## src/rtl/decode_issue_pkg.sv

```systemverilog
// Shared decode constants and helpers for the issue stage.
// Contents:
//   - bit positions of every field in the 32-bit instruction word
//   - issue-stage state encoding (RUN / HALT)
//   - dec_t       : decoded instruction fields
//   - decode_inst : pure combinational field extraction + immediate formation
// Datapath and ALU code import this package so that field positions live in one place.
package decode_issue_pkg;

  localparam int INST_W    = 32;
  localparam int OP_LSB    = 0;
  localparam int OP_W      = 7;
  localparam int YSEL_BIT  = 7;
  localparam int WRITE_BIT = 8;
  localparam int RD_LSB    = 9;
  localparam int RA_LSB    = 14;
  localparam int RB_LSB    = 19;
  localparam int REG_W     = 5;
  localparam int IMM_LSB   = 19;
  localparam int IMM_W     = 13;

  typedef enum logic {
    ST_RUN  = 1'b0,
    ST_HALT = 1'b1
  } state_e;

  typedef struct packed {
    logic [OP_W-1:0]   op;
    logic              y_sel;
    logic              write;
    logic [REG_W-1:0]  addr_d;
    logic [REG_W-1:0]  addr_a;
    logic [REG_W-1:0]  addr_b;
    logic [INST_W-1:0] immed;
  } dec_t;

  // The immediate overlaps addr_b; it is only meaningful when the B operand
  // is not a register, so it reads as zero for register-B instructions.
  function automatic dec_t decode_inst(input logic [INST_W-1:0] inst);
    dec_t d;
    d.op     = inst[OP_LSB +: OP_W];
    d.y_sel  = inst[YSEL_BIT];
    d.write  = inst[WRITE_BIT];
    d.addr_d = inst[RD_LSB +: REG_W];
    d.addr_a = inst[RA_LSB +: REG_W];
    d.addr_b = inst[RB_LSB +: REG_W];
    d.immed  = d.y_sel ? '0
                       : {{(INST_W-IMM_W){inst[INST_W-1]}}, inst[IMM_LSB +: IMM_W]};
    return d;
  endfunction

endpackage

```

## src/rtl/decode_issue_inst_fifo.sv

```systemverilog
// Instruction FIFO for the decode/issue stage.
// Ports:
//   clk, rst_n   : clock, synchronous active-low reset
//   push_i       : write wdata_i (ignored when full or flushing)
//   pop_i        : advance the head (ignored when empty or flushing)
//   flush_i      : empty the FIFO; overrides same-cycle push/pop
//   wdata_i      : instruction word to store
//   rdata_o      : current head word (valid when count_o != 0)
//   count_o      : number of buffered entries
// Head is read combinationally so a word pushed at one edge can be issued
// on the very next edge.
module decode_issue_inst_fifo
  import decode_issue_pkg::*;
#(
  parameter int DEPTH = 4,
  parameter int WIDTH = INST_W,
  localparam int AW   = $clog2(DEPTH),
  localparam int CW   = AW + 1
) (
  input  logic             clk,
  input  logic             rst_n,
  input  logic             push_i,
  input  logic             pop_i,
  input  logic             flush_i,
  input  logic [WIDTH-1:0] wdata_i,
  output logic [WIDTH-1:0] rdata_o,
  output logic [CW-1:0]    count_o
);

  logic [WIDTH-1:0] mem [DEPTH];
  logic [AW-1:0]    wr_ptr_q, rd_ptr_q;
  logic [CW-1:0]    count_q, count_d;
  logic             do_push, do_pop;

  // Full check uses the registered count, so a full FIFO refuses a push even
  // when the head is leaving in the same cycle.
  assign do_push = push_i && !flush_i && (count_q != CW'(DEPTH));
  assign do_pop  = pop_i  && !flush_i && (count_q != '0);

  always_comb begin
    count_d = count_q;
    if (do_push && !do_pop)      count_d = count_q + CW'(1);
    else if (do_pop && !do_push) count_d = count_q - CW'(1);
  end

  // DEPTH is a power of two, so pointer overflow is the modulo wrap.
  always_ff @(posedge clk) begin
    if (!rst_n) begin
      wr_ptr_q <= '0;
      rd_ptr_q <= '0;
      count_q  <= '0;
    end else if (flush_i) begin
      wr_ptr_q <= '0;
      rd_ptr_q <= '0;
      count_q  <= '0;
    end else begin
      if (do_push) wr_ptr_q <= wr_ptr_q + AW'(1);
      if (do_pop)  rd_ptr_q <= rd_ptr_q + AW'(1);
      count_q <= count_d;
    end
  end

  // Storage carries no reset; stale words are unreachable once count is zero.
  always_ff @(posedge clk) begin
    if (rst_n && do_push) mem[wr_ptr_q] <= wdata_i;
  end

  assign rdata_o = mem[rd_ptr_q];
  assign count_o = count_q;

endmodule

```

## src/rtl/decode_issue.sv

```systemverilog
// Decode and issue stage: buffers instruction words, decodes the head and
// issues one legal ALU instruction per cycle; handles HALT and illegal ops.
// Ports:
//   clk, rst_n         : clock, synchronous active-low reset
//   in_valid/in_inst   : instruction offer; accepted when in_ready
//   in_ready           : FIFO has room (from registered count)
//   stall              : downstream hold, no issue this cycle
//   flush              : drop all buffered words (and a same-cycle offer)
//   resume             : leave HALT
//   op..write          : registered fields of the last issued instruction
//   out_valid          : one-cycle pulse per issued instruction
//   halted             : in HALT state
//   illegal            : sticky, set when an unknown op is dropped
//   fifo_count         : buffered entries
module decode_issue
  import decode_issue_pkg::*;
#(
  parameter int         DEPTH   = 4,
  parameter logic [6:0] OP_MAX  = 7'd15,
  parameter logic [6:0] HALT_OP = 7'h7F
) (
  input  logic                     clk,
  input  logic                     rst_n,
  input  logic                     in_valid,
  input  logic [31:0]              in_inst,
  output logic                     in_ready,
  input  logic                     stall,
  input  logic                     flush,
  input  logic                     resume,
  output logic [6:0]               op,
  output logic [4:0]               addr_a,
  output logic [4:0]               addr_b,
  output logic [4:0]               addr_d,
  output logic [31:0]              immed,
  output logic                     y_sel,
  output logic                     write,
  output logic                     out_valid,
  output logic                     halted,
  output logic                     illegal,
  output logic [$clog2(DEPTH):0]   fifo_count
);

  localparam int CW = $clog2(DEPTH) + 1;

  state_e      state_q, state_d;
  dec_t        fields_q, fields_d;
  logic        out_valid_q, out_valid_d;
  logic        illegal_q, illegal_d;
  logic [31:0] head_word;
  dec_t        head_dec;
  logic        push, pop;

  assign in_ready = (fifo_count < CW'(DEPTH));
  assign push     = in_valid && in_ready && !flush;
  assign pop      = (state_q == ST_RUN) && !stall && !flush && (fifo_count != '0);

  decode_issue_inst_fifo #(
    .DEPTH (DEPTH),
    .WIDTH (32)
  ) inst_fifo (
    .clk     (clk),
    .rst_n   (rst_n),
    .push_i  (push),
    .pop_i   (pop),
    .flush_i (flush),
    .wdata_i (in_inst),
    .rdata_o (head_word),
    .count_o (fifo_count)
  );

  assign head_dec = decode_inst(head_word);

  // Pops only happen in RUN, so a HALT_OP pop and a resume can never
  // collide on the same edge. HALT_OP is checked first so it wins even if
  // OP_MAX is ever configured to cover it.
  always_comb begin
    state_d     = state_q;
    fields_d    = fields_q;
    out_valid_d = 1'b0;
    illegal_d   = illegal_q;
    if (state_q == ST_HALT && resume) state_d = ST_RUN;
    if (pop) begin
      if (head_dec.op == HALT_OP) begin
        state_d = ST_HALT;
      end else if (head_dec.op <= OP_MAX) begin
        fields_d    = head_dec;
        out_valid_d = 1'b1;
      end else begin
        illegal_d = 1'b1;
      end
    end
  end

  always_ff @(posedge clk) begin
    if (!rst_n) begin
      state_q     <= ST_RUN;
      fields_q    <= '0;
      out_valid_q <= 1'b0;
      illegal_q   <= 1'b0;
    end else begin
      state_q     <= state_d;
      fields_q    <= fields_d;
      out_valid_q <= out_valid_d;
      illegal_q   <= illegal_d;
    end
  end

  assign op        = fields_q.op;
  assign addr_a    = fields_q.addr_a;
  assign addr_b    = fields_q.addr_b;
  assign addr_d    = fields_q.addr_d;
  assign immed     = fields_q.immed;
  assign y_sel     = fields_q.y_sel;
  // Write strobe only accompanies an issued instruction.
  assign write     = out_valid_q & fields_q.write;
  assign out_valid = out_valid_q;
  assign halted    = (state_q == ST_HALT);
  assign illegal   = illegal_q;

endmodule
```

## config.mk

```make
export PLATFORM = sky130hd
export DESIGN_NAME = decode_issue
export DESIGN_NICKNAME = d
export VERILOG_FILES = /design/src/rtl/decode_issue_pkg.sv /design/src/rtl/decode_issue_inst_fifo.sv /design/src/rtl/decode_issue.sv
export SDC_FILE = /design/constraint.sdc
export NUM_CORES = 1
export LEC_CHECK = 0
export CORE_MARGIN = 8
export CORE_UTILIZATION = 50
export CTS_CLUSTER_DIAMETER = 60
export DETAILED_ROUTE_END_ITERATION = 12
export HOLD_SLACK_MARGIN = 0.06
export PLACE_DENSITY = 0.7
export SLEW_MARGIN = 40
export SYNTH_ARGS = -nofsm -noshare
export SYNTH_HDL_FRONTEND = slang
export SYNTH_SLANG_ARGS = --single-unit
```

## constraint.sdc

```tcl
create_clock -name clk -period 2.8 [get_ports clk]
set_input_delay 0.7 -clock clk [delete_from_list [all_inputs] [get_ports clk]]
set_output_delay 0.7 -clock clk [all_outputs]
set_load 0.03 [all_outputs]
```

==> impl_metrics.json, run 1 <==
{
  "path_clk_slew_ns": 0.06,
  "num_rows": 43,
  "grt.total_usage_pct": 14.76,
  "slowest_stage": "clkdlybuf4s50_1",
  "port_buffers": 100,
  "clk_latency_ns": 0.42,
  "core-area_mm2": 0.01383,
  "p_switching_mw": 1.054,
  "synth_commonest_cells": "edfxtp_1 (128), nand2_1 (72), buf_4 (54)",
  "fin_nets": 550,
  "synth-edff-count": 128,
  "dieWidth_um": 134.7,
  "maxSlewViolCount": 0,
  "synth.area.top_cells": "edfxtp_1 (55%), dfxtp_1 (14%), mux4_2 (9.9%), buf_4 (5.8%), mux2i_1 (5.1%)",
  "hold_class": "reg2reg",
  "period_share_pct": 91.16,
  "root_buffer": "clkbuf_16",
  "critPathCaptureType": "output pin",
  "ys_types": 32,
  "path_buf_inv": 1,
  "p_comb_share_pct": 4.1,
  "netlist_area_mm2": 0.007041,
  "ys_warn_count": 0,
  "start_kind": "flip-flop",
  "grt_pass1_wl_um": 20290,
  "wl_per_cell_um": 18.29,
  "grt_pass1_vias": 3843,
  "slew_headroom_pct": 64.24,
  "diodes": 0,
  "cp_cell_sequence": "clkdlybuf4s50_1",
  "crit_required_ns": 2.10,
  "syn_nets": 489,
  "initialDrtViolationCount": 188,
  "arrival_ns": 1.85,
  "vias": 3633,
  "viasPerCell": 5.197,
  "dp_hpwl_um": 8447,
  "intPower_mw": 4.249,
  "rsz0062_at_grt": "no",
  "die_area_mm2": 0.01813,
  "clkSinkCount": 177,
  "finalHoldViolCount": 0,
  "synth_top_area_share_pct": 54.59,
  "detail-route-antenna-nets": 0,
  "antenna_found_initial": 0,
  "initial_utilization_pct": 50.92,
  "cts_tree": "done",
  "timing_worst_setup_path_type": "reg2out",
  "synth-main-ff-cell": "edfxtp_1",
  "power_frac_seq_pct": 53.6,
  "cts_hold_buf": 0,
  "routabilityCongestion": 0.6864,
  "tightest_slew_ns": 0.5357,
  "slowest_delay_ns": 0.78,
  "die_y_um": 134.7,
  "io_pins": 101,
  "cp_top_family": "buffers and inverters",
  "area_growth_pct": 20.90,
  "synth_top_cell_by_area": "edfxtp_1",
  "avgSynthCellArea_um2": 15.82,
  "synth.most_common_cell": "edfxtp_1",
  "period_needed_ns": 2.552,
  "first_pass_iters": 6,
  "cts_resized": 0,
  "power.density_mw_per_mm2": 623.1,
  "power.share.switching_pct": 19.88,
  "hold_slack_ns": 0.4579,
  "p_leak_nw": 3.043,
  "ir_worst_vdd_mv": 0.3727,
  "outcome": "finished, final reports clean",
  "setup_viol": 0,
  "grt_overflow": 0,
  "final_util_pct": 61.56,
  "clock_path_buffers": 2,
  "synth_seq_area_share_pct": 68.53,
  "cp_max_fo": 21,
  "drive_above_1_share_pct": 16.96,
  "syn_inst": 445,
  "drcViolationCount": 0,
  "async_reset_ff_share_pct": 0,
  "cts_max_level": 4,
  "timing.max_cap.violations": 0,
  "clkPwrFrac_pct": 42.4,
  "max_freq_mhz": 391.8,
  "postCtsSetupRepairBufs": 0,
  "ys_seq_elements": 177,
  "grt_max_degree": 49,
  "wirelength_um": 12790,
  "finClkSkew_ns": 0.006362,
  "cts_buffers": 17
}
-- sequential cells by signal, summed over array words and instances (netlist names), named ones only --
name,count
fields_q,1
immed,13
inst_fifo.mem,128
addr_b,5
inst_fifo.rd_ptr_q,2
illegal,1
addr_a,5
y_sel,1
out_valid,1
halted,1
inst_fifo.wr_ptr_q,2
op,7
addr_d,5
inst_fifo.count_o,3
-- cell families (layout without fill, tap and decap cells) --
logic type,after synthesis,in the layout,share of synthesized area [%]
AO/OA/AOI/OAI,7,7,0.6575
XOR/XNOR,5,5,0.6221
adder cells (fa/ha/maj),6,6,1.173
buffers and inverters,81,155,7.731
flip-flops,177,177,68.53
multiplexers,68,68,15.19
AND/OR/NAND/NOR,101,101,6.096
-- layout by cell type, fill, tap and decap left out, types with 6 or more instances in the layout --
cell	n
dfxtp_1	47
mux4_2	31
nor2_1	11
clkbuf_16	17
nand2_1	71
edfxtp_1	128
inv_1	6
clkdlybuf4s50_1	99
mux2i_1	36
buf_4	12
-- routing by layer --
metal | vias up | routed length [µm] | GRT usage, %
met4 | 0 | 165 | 5.739
met3 | 12 | 786 | 4.235
met2 | 114 | 6339 | 24.66
met1 | 1817 | 5496 | 17.67
met5 | - | 0 | 0
li1 | 1690 | - | -
-- cell type report --
cell class / instances / area (µm²)
fill: 1046 / 5315
sequential: 177 / 4827
multi-input combinational: 187 / 1679
timing repair buffer: 117 / 1186
clock buffer: 19 / 432.9
tap: 180 / 225.2
clock inverter: 13 / 138.9
inverter: 6 / 22.52
-- tightest hold or removal path, cell delays in order, from the launching register on --
cell     delay [ns]
dfxtp_1        0.31
nand2_1        0.05
mux2i_1        0.05
-- final timing paths --
path	startpoint	end	slack [ns]	cells after the start
setup reg to reg	flip-flop	immed[7]$_SDFFE_PN0P_	0.63	6
hold / removal	immed[5]$_SDFFE_PN0P_	immed[5]$_SDFFE_PN0P_	0.46	2
hold reg to reg	immed[5]$_SDFFE_PN0P_	immed[5]$_SDFFE_PN0P_	0.46	2
setup / recovery	immed[30]$_SDFFE_PN0P_	immed[28]	0.25	1
-- through the flow --
stage          std cells  TNS (ns)  power [mW]  worst slack [ns]  area, µm²
2_1_floorplan        445         0       2.999            0.2549       7041
3_3_place_gp         667         0       3.106           0.06055       7940
3_5_place_dp         667  -0.07695       3.113          -0.07695       7940
4_1_cts              699         0       5.356            0.1988       8512
5_1_grt              699         0       5.478            0.1008       8512
6_report             699         0       5.304            0.2476       8512
-- power by group through the flow --
stage / sequential (mW) / clock, mW / combinational (mW)
after floorplan: 2.90 / 0 / 0.0972
after global placement: 2.90 / 0 / 0.211
after detailed placement: 2.90 / 0 / 0.216
after CTS: 2.84 / 2.30 / 0.217
after global routing: 2.84 / 2.40 / 0.233
final: 2.84 / 2.25 / 0.215
Note: power is estimated with default switching activity, not from simulation.
==> run 2: changes to the inputs <==
CORE_UTILIZATION = 54   (was 50)
PLACE_DENSITY = 0.75   (was 0.7)
SLEW_MARGIN = 15   (was 40)
==> run 2 against run 1 <==
Compared with the run above: via count decreased by 1.1%; clock power increased by 15%; critical path depth unchanged; final cell count decreased by 1.1%; first-iteration DRC count increased by 65%; die area decreased by 6.5%; setup slack got worse by 0.048 ns; highest routed layer unchanged.
==> impl_metrics.json, run 2 (synthesis results as in run 1) <==
{
  "fillCellCount": 862,
  "grt_pass1_wl_um": 19950,
  "clkSinkCount": 177,
  "power.share.switching_pct": 19.64,
  "setup_viol": 0,
  "path_buf_inv": 1,
  "detail-route-antenna-nets": 0,
  "wirelength_um": 12850,
  "clk_latency_ns": 0.42,
  "p_switching_mw": 1.107,
  "largest-register": "inst_fifo.mem",
  "maxSlewViolCount": 0,
  "clock_path_buffers": 2,
  "initial_utilization_pct": 55.56,
  "io_pins": 101,
  "die_area_mm2": 0.01695,
  "p_leak_nw": 3.075,
  "grt_max_degree": 49,
  "num_rows": 41,
  "fin_nets": 550,
  "slew_headroom_pct": 61.69,
  "intPower_mw": 4.532,
  "multiInputGateArea_mm2": 0.001679,
  "cp_max_fo": 21,
  "slowest_stage": "clkdlybuf4s50_1",
  "grt_overflow": 0,
  "timing.max_cap.violations": 0,
  "fin_setup_tns_ns": 0,
  "final_area_mm2": 0.008587,
  "wl_per_cell_um": 18.60,
  "core-area_mm2": 0.01267,
  "routed-wl-met3_um": 997,
  "cts_hold_buf": 0,
  "rsz0062_at_grt": "no",
  "slowest_delay_ns": 0.79,
  "dieWidth_um": 130.2,
  "final-seq-area_mm2": 0.004827,
  "cts_max_level": 4,
  "power.density_mw_per_mm2": 656.7,
  "cp_top_family": "buffers and inverters",
  "cp_cell_sequence": "clkdlybuf4s50_1",
  "arrival_ns": 1.90,
  "period_share_pct": 92.86,
  "grt.total_usage_pct": 15.94,
  "port_buffers": 100,
  "drcViolationCount": 0,
  "diodes": 0,
  "place_ws_ns": 0.001128,
  "largest_reg_flops": 128,
  "root_buffer": "clkbuf_16",
  "tightest_slew_ns": 0.5738,
  "dpl.cell_count": 659,
  "hold_class": "reg2reg",
  "timing_worst_setup_path_type": "reg2out",
  "layout_commonest_cell": "edfxtp_1",
  "postCtsSetupRepairBufs": 0,
  "crit_required_ns": 2.10,
  "clkPwrFrac_pct": 45.8,
  "finalHoldViolCount": 0,
  "routabilityCongestion": 0.7483,
  "cts_resized": 0,
  "dr_wl_met2_um": 6380,
  "finClkSkew_ns": 0.009505,
  "dp_hpwl_um": 8629,
  "grt_pass1_vias": 3766,
  "met1_length_um": 5318,
  "finalNonFillerCells": 691,
  "final_cell_mix": "edfxtp_1 (128), clkdlybuf4s50_1 (99), nand2_1 (71)",
  "total_power_mw": 5.639,
  "final_util_pct": 67.77,
  "start_kind": "flip-flop",
  "cts_buffers": 17,
  "power_frac_seq_pct": 50.4,
  "drive_above_1_share_pct": 17.53,
  "path_clk_slew_ns": 0.06,
  "die_y_um": 130.2,
  "first_pass_iters": 6,
  "vias": 3594,
  "layout_setup_ws_ns": 0.1998,
  "area_growth_pct": 21.97,
  "period_needed_ns": 2.600,
  "antenna_found_initial": 0,
  "p_comb_share_pct": 3.8,
  "max_freq_mhz": 384.6,
  "critPathCaptureType": "output pin",
  "highest_layer": "met4",
  "placed_area_mm2": 0.007930,
  "initialDrtViolationCount": 310,
  "cts_tree": "done",
  "viasPerCell": 5.201,
  "hold_slack_ns": 0.4589,
  "outcome": "finished, final reports clean",
  "ir_worst_vdd_mv": 0.4252
}
[run 2: cell type report]
class	count	area share, %
sequential	177	56.21
clock buffer	17	4.954
multi-input combinational	187	19.55
inverter	6	0.2623
tap	172	2.506
clock inverter	15	2.696
timing repair buffer	117	13.81
[run 2: path summary, 6_finish.rpt]
check,from,slack [ns],end,cells past startpoint
setup reg to reg,inst_fifo.count_o[2]$_SDFFE_PP0P_,0.65,inst_fifo.count_o[2]$_SDFFE_PP0P_,9
setup / recovery,immed[30]$_SDFFE_PN0P_,0.20,immed[24],1
hold reg to reg,addr_b[1]$_SDFFE_PN0P_,0.46,addr_b[1]$_SDFFE_PN0P_,2
hold / removal,addr_b[1]$_SDFFE_PN0P_,0.46,addr_b[1]$_SDFFE_PN0P_,2
[run 2: power by group through the flow]
stage / registers [mW] / clock network, mW / logic (mW)
6_report: 2.84 / 2.58 / 0.215
5_1_grt: 2.84 / 2.72 / 0.234
4_1_cts: 2.84 / 2.63 / 0.217
3_5_place_dp: 2.90 / 0 / 0.215
3_3_place_gp: 2.90 / 0 / 0.210
2_1_floorplan: 2.90 / 0 / 0.0972
[run 2: metal layers]
layer / up-vias / global-route usage, %
met1: 1782 / 18.82
met2: 110 / 26.63
met5: - / 0
met3: 12 / 5.222
li1: 1690 / -
met4: 0 / 6.079
==> run 3: changes to the inputs <==
--- a/config.mk
+++ b/config.mk
@@ -16,2 +16,3 @@
 export SYNTH_HDL_FRONTEND = slang
+export SYNTH_HIERARCHICAL = 1
 export SYNTH_SLANG_ARGS = --single-unit
--- a/constraint.sdc
+++ b/constraint.sdc
@@ -3,2 +3,2 @@
 set_output_delay 0.7 -clock clk [all_outputs]
-set_load 0.03 [all_outputs]
+set_load 0.05 [all_outputs]
==> run 3 against run 2 <==
Compared with the run above: count of clock-buffer cells in the layout rose by 2; final cell count rose by 1.4%; clock power fell by 18%; cell area fell by 0.64%; largest power group unchanged; combinational power fell by 26%; non-clock buffer count rose by 2; critical path type unchanged; first-iteration DRC count fell by 30%; synthesized area rose by 0.94%; clock skew fell by 0.0038 ns; critical endpoint is now immed[15]; register-to-register slack got worse by 0.26 ns.
==> impl_metrics.json, run 3 <==
{
  "timing.max_cap.violations": 0,
  "p_comb_share_pct": 3.1,
  "synth_top_family_by_area": "multiplexers",
  "clock_path_buffers": 2,
  "final_util_pct": 65.47,
  "final-seq-area_mm2": 0.004827,
  "total_power_mw": 5.094,
  "finClkSkew_ns": 0.005725,
  "cts_tree": "done",
  "timing_worst_setup_path_type": "reg2out",
  "cts_max_level": 4,
  "clk_latency_ns": 0.42,
  "routabilityCongestion": 0.7627,
  "die_y_um": 130.7,
  "maxSlewViolCount": 0,
  "syn_inst": 452,
  "path_buf_inv": 1,
  "grt_pass1_wl_um": 20850,
  "ir_worst_vdd_mv": 0.3934,
  "synth-edff-count": 128,
  "crit_required_ns": 2.10,
  "fillCellCount": 968,
  "grt.total_usage_pct": 16.33,
  "synth_seq_area_share_pct": 67.89,
  "vias": 3821,
  "avgSynthCellArea_um2": 15.72,
  "intPower_mw": 4.051,
  "async_reset_ff_share_pct": 0,
  "dieWidth_um": 130.7,
  "diodes": 0,
  "power.share.switching_pct": 20.48,
  "ys_seq_elements": 177,
  "syn_nets": 496,
  "viasPerCell": 5.451,
  "arrival_ns": 1.99,
  "synth_commonest_cells": "edfxtp_1 (128), buf_4 (55), dfxtp_1 (49)",
  "drive_above_1_share_pct": 19.62,
  "period_needed_ns": 2.688,
  "core-area_mm2": 0.01303,
  "die_area_mm2": 0.01709,
  "synth_compound_area_share_pct": 3.574,
  "cts_hold_buf": 0,
  "synth_top_cell_by_area": "edfxtp_1",
  "synth.most_common_cell": "edfxtp_1",
  "period_share_pct": 96.01,
  "hold_class": "reg2reg",
  "drcViolationCount": 0,
  "clkSinkCount": 177,
  "io_pins": 101,
  "detail-route-antenna-nets": 0,
  "layout_commonest_cell": "edfxtp_1",
  "cp_max_fo": 21,
  "slew_headroom_pct": 48.36,
  "cp_top_family": "buffers and inverters",
  "finalNonFillerCells": 701,
  "ys_warn_count": 6,
  "grt_max_degree": 76,
  "fin_nets": 556,
  "initialDrtViolationCount": 216,
  "antenna_found_initial": 1,
  "synth.area.mux_share_pct": 10.28,
  "largest_reg_flops": 128,
  "ys_types": 42,
  "grt_overflow": 0,
  "netlist_area_mm2": 0.007107,
  "slowest_delay_ns": 0.92,
  "clkPwrFrac_pct": 41.4,
  "synth_top_area_share_pct": 54.08,
  "grt_pass1_vias": 3924,
  "port_buffers": 100,
  "cp_cell_sequence": "clkdlybuf4s50_1",
  "largest-register": "inst_fifo/mem",
  "slowest_stage": "clkdlybuf4s50_1",
  "dp_hpwl_um": 8650,
  "synth.area.top_cells": "edfxtp_1 (54%), dfxtp_1 (14%), mux4_2 (10%), buf_4 (5.8%), nand2_1 (1.9%)",
  "dpl.cell_count": 669,
  "synth-main-ff-cell": "edfxtp_1",
  "setup_viol": 0,
  "num_rows": 42,
  "outcome": "finished, final reports clean",
  "finalHoldViolCount": 0,
  "critPathCaptureType": "output pin",
  "first_pass_iters": 4,
  "synth_simple_gate_area_share_pct": 8.556,
  "initial_utilization_pct": 54.53,
  "wl_per_cell_um": 18.99,
  "synth-xor-area-share_pct": 0.2465,
  "power.density_mw_per_mm2": 597.1,
  "p_switching_mw": 1.043,
  "tightest_slew_ns": 0.7746,
  "p_leak_nw": 2.994,
  "final_cell_mix": "edfxtp_1 (128), clkdlybuf4s50_1 (84), dfxtp_1 (47)",
  "cts_buffers": 17,
  "wirelength_um": 13320,
  "multiInputGateArea_mm2": 0.001704,
  "max_freq_mhz": 372.0,
  "synthAdderAreaFrac_pct": 1.162,
  "power_frac_seq_pct": 55.4,
  "start_kind": "flip-flop",
  "area_growth_pct": 20.05,
  "hold_slack_ns": 0.4549,
  "path_clk_slew_ns": 0.06,
  "root_buffer": "clkbuf_16"
}
run 3: kinds of logic after synthesis:
group	Yosys count
xor+xnor	2
buf+inv	82
mux	33
compound gates	45
fa+ha+maj	6
simple gates	107
flops	177
run 3: metrics by stage:
step / area (µm²) / TNS (ns) / worst slack (ns)
2_1_floorplan: 7107 / 0 / 0.1490
3_3_place_gp: 7963 / -0.2726 / -0.2726
3_5_place_dp: 7963 / -0.4284 / -0.3489
4_1_cts: 8492 / 0 / 0.01098
5_1_grt: 8532 / -0.009837 / -0.007842
6_report: 8532 / 0 / 0.1116
run 3: path summary, 6_finish.rpt:
kind	slack, ns	startpoint	endpoint	depth (start not counted)
max	0.11	immed[30]$_SDFFE_PN0P_	immed[15]	1
min	0.45	op[1]$_SDFFE_PN0P_	op[1]$_SDFFE_PN0P_	2
max reg2reg	0.39	flip-flop	immed[11]$_SDFFE_PN0P_	6
min reg2reg	0.45	op[1]$_SDFFE_PN0P_	op[1]$_SDFFE_PN0P_	2
run 3: cell type report:
cell class / instances / share of cell area, %
Multi-Input combinational cell: 193 / 19.97
Inverter: 4 / 0.1760
Clock buffer: 19 / 5.191
Sequential cell: 177 / 56.58
Timing Repair Buffer: 119 / 14.47
Tap cell: 176 / 2.581
Clock inverter: 13 / 1.027
run 3: repair_timing:
item | CTS | global route
gates resized for setup | 1 | 15
setup endpoints to repair | 1 | 20
setup buffers | 0 | 0
run 3: power groups by stage:
stage | registers, mW | logic [mW] | clock network, mW
2_1_floorplan | 2.89 | 0.0568 | 0
3_3_place_gp | 2.88 | 0.154 | 0
3_5_place_dp | 2.88 | 0.160 | 0
4_1_cts | 2.82 | 0.161 | 2.16
5_1_grt | 2.82 | 0.172 | 2.27
6_report | 2.82 | 0.160 | 2.11
run 3: layer usage:
metal | part of all wire, % | GRT usage, % | vias to the layer above
li1 | - | - | 1765
met1 | 41 | 19.51 | 1884
met2 | 49 | 27.04 | 141
met3 | 7.7 | 4.911 | 29
met4 | 2.1 | 7.022 | 2
met5 | 0.075 | 0 | -
